**src/rtl/matrix_mac_2x2.sv**
```systemverilog
// 2x2 block multiply-accumulate (C += A*B) for the matrix-multiply control unit.
// One shared multiplier walks the 8 partial products; each product is accumulated one edge later.
module matrix_mac_2x2 #(
  parameter int data_w = 32
) (
  input  logic              clk,
  input  logic              rst,
  input  logic              start_mac,
  input  logic              clear_acc,
  input  logic              acc_clr,
  input  logic [data_w-1:0] a_11,
  input  logic [data_w-1:0] a_12,
  input  logic [data_w-1:0] a_21,
  input  logic [data_w-1:0] a_22,
  input  logic [data_w-1:0] b_11,
  input  logic [data_w-1:0] b_12,
  input  logic [data_w-1:0] b_21,
  input  logic [data_w-1:0] b_22,
  output logic [data_w-1:0] c_11,
  output logic [data_w-1:0] c_12,
  output logic [data_w-1:0] c_21,
  output logic [data_w-1:0] c_22,
  output logic              done_mac,
  output logic              busy,
  output logic [1:0]        state_dbg
);

  // Handshake: start_mac is a level request; a rising edge seen in IDLE is accepted once,
  // the operands are captured on that edge, and done_mac pulses one cycle when C is final.
  typedef enum logic [1:0] {IDLE = 2'd0, MUL = 2'd1, ACC_LAST = 2'd2} state_t;

  state_t            state;
  logic [2:0]        step;
  logic [data_w-1:0] p;
  logic              start_prev;
  logic              l_clr;
  logic [data_w-1:0] l_a11, l_a12, l_a21, l_a22;
  logic [data_w-1:0] l_b11, l_b12, l_b21, l_b22;

  logic [data_w-1:0] op_x, op_y, prod;
  logic [2:0]        acc_idx;
  logic [data_w-1:0] acc_cur, acc_new;
  logic              acc_en;
  logic              accept;

  assign state_dbg = state;
  assign accept    = (state == IDLE) && start_mac && !start_prev;

  always_comb begin
    op_x = l_a11;
    op_y = l_b11;
    case (step)
      3'd0: begin op_x = l_a11; op_y = l_b11; end
      3'd1: begin op_x = l_a12; op_y = l_b21; end
      3'd2: begin op_x = l_a11; op_y = l_b12; end
      3'd3: begin op_x = l_a12; op_y = l_b22; end
      3'd4: begin op_x = l_a21; op_y = l_b11; end
      3'd5: begin op_x = l_a22; op_y = l_b21; end
      3'd6: begin op_x = l_a21; op_y = l_b12; end
      default: begin op_x = l_a22; op_y = l_b22; end
    endcase
  end

  assign prod = op_x * op_y;

  // p holds the term of the previous step; step wraps 7->0 entering ACC_LAST, so step-1 is 7 there.
  assign acc_idx = step - 3'd1;
  assign acc_en  = ((state == MUL) && (step != 3'd0)) || (state == ACC_LAST);

  always_comb begin
    acc_cur = c_11;
    case (acc_idx[2:1])
      2'd0: acc_cur = c_11;
      2'd1: acc_cur = c_12;
      2'd2: acc_cur = c_21;
      default: acc_cur = c_22;
    endcase
    acc_new = (l_clr && !acc_idx[0]) ? p : acc_cur + p;
  end

  always_ff @(posedge clk or negedge rst) begin
    if (!rst) begin
      state      <= IDLE;
      step       <= 3'd0;
      p          <= '0;
      start_prev <= 1'b0;
      l_clr      <= 1'b0;
      l_a11 <= '0; l_a12 <= '0; l_a21 <= '0; l_a22 <= '0;
      l_b11 <= '0; l_b12 <= '0; l_b21 <= '0; l_b22 <= '0;
      c_11 <= '0; c_12 <= '0; c_21 <= '0; c_22 <= '0;
      done_mac <= 1'b0;
      busy     <= 1'b0;
    end else begin
      start_prev <= start_mac;
      done_mac   <= 1'b0;
      case (state)
        IDLE: begin
          if (accept) begin
            l_a11 <= a_11; l_a12 <= a_12; l_a21 <= a_21; l_a22 <= a_22;
            l_b11 <= b_11; l_b12 <= b_12; l_b21 <= b_21; l_b22 <= b_22;
            l_clr <= clear_acc;
            step  <= 3'd0;
            busy  <= 1'b1;
            state <= MUL;
          end else if (acc_clr) begin
            c_11 <= '0; c_12 <= '0; c_21 <= '0; c_22 <= '0;
          end
        end
        MUL: begin
          p    <= prod;
          step <= step + 3'd1;
          if (step == 3'd7) state <= ACC_LAST;
        end
        ACC_LAST: begin
          done_mac <= 1'b1;
          busy     <= 1'b0;
          state    <= IDLE;
        end
        default: state <= IDLE;
      endcase
      if (acc_en) begin
        case (acc_idx[2:1])
          2'd0: c_11 <= acc_new;
          2'd1: c_12 <= acc_new;
          2'd2: c_21 <= acc_new;
          default: c_22 <= acc_new;
        endcase
      end
    end
  end

endmodule

```
**config.mk**
```make
export PLATFORM = sky130hd
export DESIGN_NAME = matrix_mac_2x2
export DESIGN_NICKNAME = d
export VERILOG_FILES = /design/src/rtl/matrix_mac_2x2.sv
export SDC_FILE = /design/constraint.sdc
export NUM_CORES = 2
export LEC_CHECK = 0
export ABC_AREA = 1
export BUFFER_PORTS_ARGS = -buffer_cell sky130_fd_sc_hd__buf_2
export CORE_UTILIZATION = 40
export CTS_CLUSTER_DIAMETER = 60
export DETAILED_ROUTE_END_ITERATION = 10
export SYNTH_ARGS = -nofsm -noshare
export SYNTH_HDL_FRONTEND = slang
export SYNTH_SLANG_ARGS = --single-unit
```
**constraint.sdc**
```tcl
create_clock -name clk -period 8.9 [get_ports clk]
set_input_delay 0.445 -clock clk [delete_from_list [all_inputs] [get_ports clk]]
set_output_delay 0.445 -clock clk [all_outputs]
set_load 0.01 [all_outputs]
```
* Word level (Yosys, flattened, before mapping)
Index checks and enable logic that the tools add are counted.
Operators by class: add/subtract/negate cells 3, multipliers 1, eq/ne operators 13, muxes and demuxes 32, reduce and logical (&&, ||, !) cells 24
Operators with widths (count):
- $mux W32 | 21
- $pmux W32 S3 | 3
- $add A32 B32 Y32 | 1
- $mul A32 B32 Y32 | 1
- $eq A3 B3 Y1 const B | 4
- $reduce_or A2 Y1 | 6
- $reduce_and A2 Y1 | 4
- $eq A3 B2 Y1 const B | 2
- $pmux W3 S2 | 1
- $eq A2 B1 Y1 const B | 2
- $eq A2 B2 Y1 const B | 2
- $logic_and A1 B1 Y1 | 4
- $logic_not A2 Y1 | 2
- $mux W2 | 2
- $pmux W2 S2 | 1
- $reduce_bool A2 Y1 | 2
- $add A3 B1 Y3 const B | 1
- $eq A3 B1 Y1 const B | 1
- $logic_not A3 Y1 | 1
- $mux W3 | 1
- $reduce_bool A3 Y1 | 1
- $reduce_or A3 Y1 | 1
- $sub A3 B1 Y3 const B | 1
- $logic_not A1 Y1 | 2
- other kinds (5) | 6
Storage, ports and cells: register bits after elaboration 425, input bits 261, output and inout port bits 132, word-level logic and storage cells 92

* Logic depth before layout (Yosys ltp)
depth after elaboration 7, mapped depth 44, mapped depth without buffers 40

* Worst setup path after synthesis
No wires, ideal clock.
path kind flip-flop to flip-flop, start point register step[2], end point register p[29], setup time 118 ps, data arrival time 7708 ps, data required time 8782 ps, slack 1074 ps, cell stages (with the launch flop) 38, path buffers 4, period minus slack after synthesis 7826 ps, cell sequence dfrtp_1 -> buf_4 -> inv_4 -> buf_2 -> ha_1 -> inv_1 -> nand2_1 -> buf_2 -> nand2_1 -> nand2_1 -> nor2_1 -> nor2_1 -> clkbuf_1 -> clkinv_1 -> nor2_1 -> fa_1 -> fa_1 -> fa_1 -> [... 2 more ...] -> inv_1 -> fa_1 -> inv_1 -> fa_1 -> inv_1 -> fa_1 -> fa_1 -> ha_1 -> a21oi_1 -> o21a_1 -> a21boi_0 -> o21bai_1 -> a21oi_1 -> inv_1 -> nand2_1 -> nand3_1 -> nand3_1 -> nand2_1
Between the ends: word-level cells in the longest chain between the ends 4, elaborated cells between the ends (all ways) 16, those cells by class 1 x mul; 6 x eq/ne; 2 x mux; 7 x reduce/logical
RTL lines:
- start, declared | line 33 | logic [2:0] step;
- start signal, assigned | line 111 | step <= step + 3'd1;
- $eq A3 B3 Y1 (tied with other cells) | line 52 | case (step)
- $reduce_or A2 Y1 (no source line)
- $pmux W32 S3 | line 52
- $mul A32 B32 Y32 (*) | line 64 | assign prod = op_x * op_y;
- end signal, assigned | line 110 | p <= prod;
- end, declared | line 34 | logic [data_w-1:0] p;
Mark *: on every way between the ends. The rest lies on a longest branch, timed or not. A chain may end at the register's enable or synchronous reset.

* Final worst setup path
start point register step[0], end point register p[30]
Same word-level chain as after synthesis.

==> insert_results.sql <==
INSERT INTO impl_metrics (metric_group, metric, value, unit) VALUES
('die', 'floorplan.die.height', '304', 'um'),
('cells_and_area', 'n_fill_cell', '9124', ''),
('min_path', 'worst_hold_path_type', 'in -> reg', ''),
('global_routing', 'initial_antenna_violation_count', '1', ''),
('placement', 'detailed_place.area', '40000', 'um^2'),
('min_path', 'end_point_of_the_most_critical_hold_path', 'l_b12[7]', ''),
('synth', 'async_flop_share', '100', '%'),
('synth', 'synth_enable_flop_cells', '0', ''),
('synth', 'synthesis.area_per_instance', '7.74', 'um^2'),
('synth', 'synth.largest_area_cell', 'dfrtp_1', ''),
('worst_setup_path', 'cp-end-kind', 'flop', ''),
('timing', 'worst_clock_skew', '0.0360', 'ns'),
('timing', 'timing_max_transition_violations_final', '0', ''),
('cells_and_area', 'flow.area_growth_from_synthesis', '14.2', '%'),
('global_routing', 'grt_use_total', '26.2', '%'),
('timing', 'setup_violations', '0', ''),
('placement', 'dp_hpwl', '93400', 'um'),
('global_routing', 'grt_max_degree', '210', ''),
('worst_setup_path', 'worst-setup-path-type', 'reg -> reg', ''),
('worst_setup_path', 'regToRegEndpoint', 'p[30]', ''),
('clock_tree', 'cts_tree', 'done', ''),
('worst_setup_path', 'critical_path_arrival', '8.94', 'ns'),
('job', 'cap_viol_max_count', '0', ''),
('routing', 'drtIter0Drc', '2466', ''),
('synth', 'postSynthCellCount', '4723', ''),
('placement', 'buffer_ports.inserted', '392', ''),
('synth', 'synthMostInstantiatedCell', 'nand2_1', ''),
('synth', 'synth_seq_cells', '425', ''),
('timing', 'hold_viol', '0', ''),
('global_routing', 'grt_pass1_vias', '32600', ''),
('clock_tree', 'clk_path_buf_depth', '3', ''),
('clock_tree', 'cts_made_buffers', '51', ''),
('routing', 'antenna_left', '0', ''),
('synth', 'synth_top_cells_by_count', '1678 x nand2_1, 606 x inv_1, 461 x nor2_1', ''),
('worst_setup_path', 'cp_num_buf_inv', '6', ''),
('worst_setup_path', 'path_common_cell', 'fa_1', ''),
('global_routing', 'wire_length_of_the_first_global_routing_pass', '189000', 'um'),
('timing', 'tns', '0', 'ns'),
('synth', 'synth.cell_area', '36600', 'um^2'),
('worst_setup_path', 'worst_r2r_startpoint', 'step[0]', ''),
('die', 'core', '90300', 'um^2'),
('cells_and_area', 'final_design_area_no_fill', '41700', 'um^2'),
('clock_tree', 'htree_num_levels', '2', ''),
('routing', 'vias_per_cell', '5.12', ''),
('worst_setup_path', 'worst_path_max_delay_cell', 'o21bai_1', ''),
('worst_setup_path', 'worst-endpoint-required', '9.36', 'ns'),
('routing', 'drc_errors', '0', ''),
('routing', 'via_count', '32200', ''),
('cells_and_area', 'num-nets-final', '5896', ''),
('synth', 'yosysTopAreaCellShare', '29.1', '%'),
('worst_setup_path', 'timing.reg2reg.setup_slack', '0.42', 'ns'),
('timing', 'max_freq', '0.118', 'GHz'),
('cells_and_area', 'drive_above_1_share', '12.9', '%'),
('cells_and_area', 'ff_latch_area', '10600', 'um^2'),
('clock_tree', 'worst_setup_hold_path_clk_slew', '0.06', 'ns'),
('placement', 'post-place-ws', '0.484', 'ns'),
('outcome', 'run_status', 'completed', ''),
('synth', 'synth_sequential_area_ratio', '29.1', '%'),
('synth', 'yosysUniqueCellTypes', '55', ''),
('worst_setup_path', 'worst_setup_path_start_kind', 'flop', ''),
('timing', 'final.min_clock_period', '8.48', 'ns'),
('synth', 'ys_top_cells_by_area', 'dfrtp_1 29%, fa_1 22%, nand2_1 17%', ''),
('worst_setup_path', 'crit_path_max_fanout', '33', ''),
('timing', 'worst-slew-pin-transition', '1.33', 'ns'),
('synth', 'postSynth.topFlopCell', 'dfrtp_1', ''),
('die', 'floorplan.die.width', '304', 'um'),
('min_path', 'min_delay_path_depth', '3', ''),
('die', 'initial_core_util', '40.5', '%'),
('clock_tree', 'clock_sinks', '425', ''),
('global_routing', 'overflow_left_after_global_routing', '0', ''),
('timing', 'worst_case_setup_margin_in_the_final_layout', '0.417', 'ns');
-- logic make-up (layout without fill, tap and decap cells) --
kind of cell | count (synthesis) | in the layout | share of synthesized area, %
fa+ha+maj | 571 | 571 | 27.9
compound gates | 348 | 348 | 5.73
simple gates | 2498 | 2498 | 27.4
other cells | 0 | 1 | 0
flops | 425 | 425 | 29.1
buf+inv | 845 | 1224 | 8.96
xor+xnor | 36 | 36 | 0.863
-- per-layer routing --
layer / routed length, um / share of wire (%) / vias up / track usage (%)
li1: - / - / 15100 / -
met1: 50700 / 42 / 15700 / 34.4
met2: 57200 / 47 / 1125 / 43.8
met3: 7390 / 6.1 / 238 / 3.61
met4: 5200 / 4.3 / 0 / 10.3
met5: 0 / 0 / - / 0
-- cells in the final DEF, fill, tap and decap left out, drive strengths merged, types with 3 or more instances in the layout --
master / synthesis / layout
o21a: 4 / 4
nor2: 472 / 472
nor3: 19 / 19
a31oi: 4 / 4
a221oi: 6 / 6
o21ai: 166 / 166
buf: 44 / 493
ha: 162 / 162
fa: 409 / 409
nand2: 1685 / 1685
o22a: 7 / 7
o221ai: 3 / 3
xor2: 16 / 16
a21oi: 77 / 77
xnor2: 20 / 20
inv: 620 / 627
clkinv: 14 / 20
or2: 28 / 28
a21boi: 4 / 4
clkinvlp: 0 / 4
dlygate4sd3: 0 / 6
nand3b: 10 / 10
dfrtp: 425 / 425
a41oi: 29 / 29
o21bai: 8 / 8
a22o: 8 / 8
o22ai: 19 / 19
o211ai: 3 / 3
nand4: 24 / 24
o31ai: 4 / 4
nand3: 258 / 258
clkbuf: 167 / 72
-- cell type report --
class                   count  area share, %
well taps                1176           3.52
multi-input cells        3453           54.3
repair buffers            499           6.86
diodes                      1        0.00599
clock inverters            19          0.521
flip-flops and latches    425           25.5
inverters                 634           5.75
clock buffers              72           3.54
-- worst max path at each step --
stage,start,to,slack [ns],cells past startpoint
3_5_place_dp,step[0],p[30],0.48,29
3_3_place_gp,step[0],p[31],0.53,28
4_1_cts,step[0],p[30],0.43,29
2_1_floorplan,step[2],p[29],1.07,37
5_1_grt,step[0],p[30],-0.02,29
6_report,step[0],p[30],0.42,27
-- worst min-delay path: stages --
cell     delay [ns]
buf_2          0.07
nand2_1        0.04
nand2_1        0.05
-- through the flow --
stage	hold slack, ns	std cells	utilization (%)
5_1_grt	0.0198	6279	46.2
2_1_floorplan	0.149	4723	-
6_report	0.0289	6279	46.2
4_1_cts	0.000748	6277	46.2
3_3_place_gp	0.448	6180	44.3
3_5_place_dp	0.457	6180	44.3
-- what timing repair did --
item | CTS | global route
setup buffers | 0 | 1
hold buffers | 6 | 0
setup endpoints to repair | 0 | 5
endpoints found under the hold margin | 100 | 0
resized for setup | 0 | 3
Power is left out: the tool's default activity adds up to more than one toggle a clock period on the data nets, which glitch-free logic cannot reach.
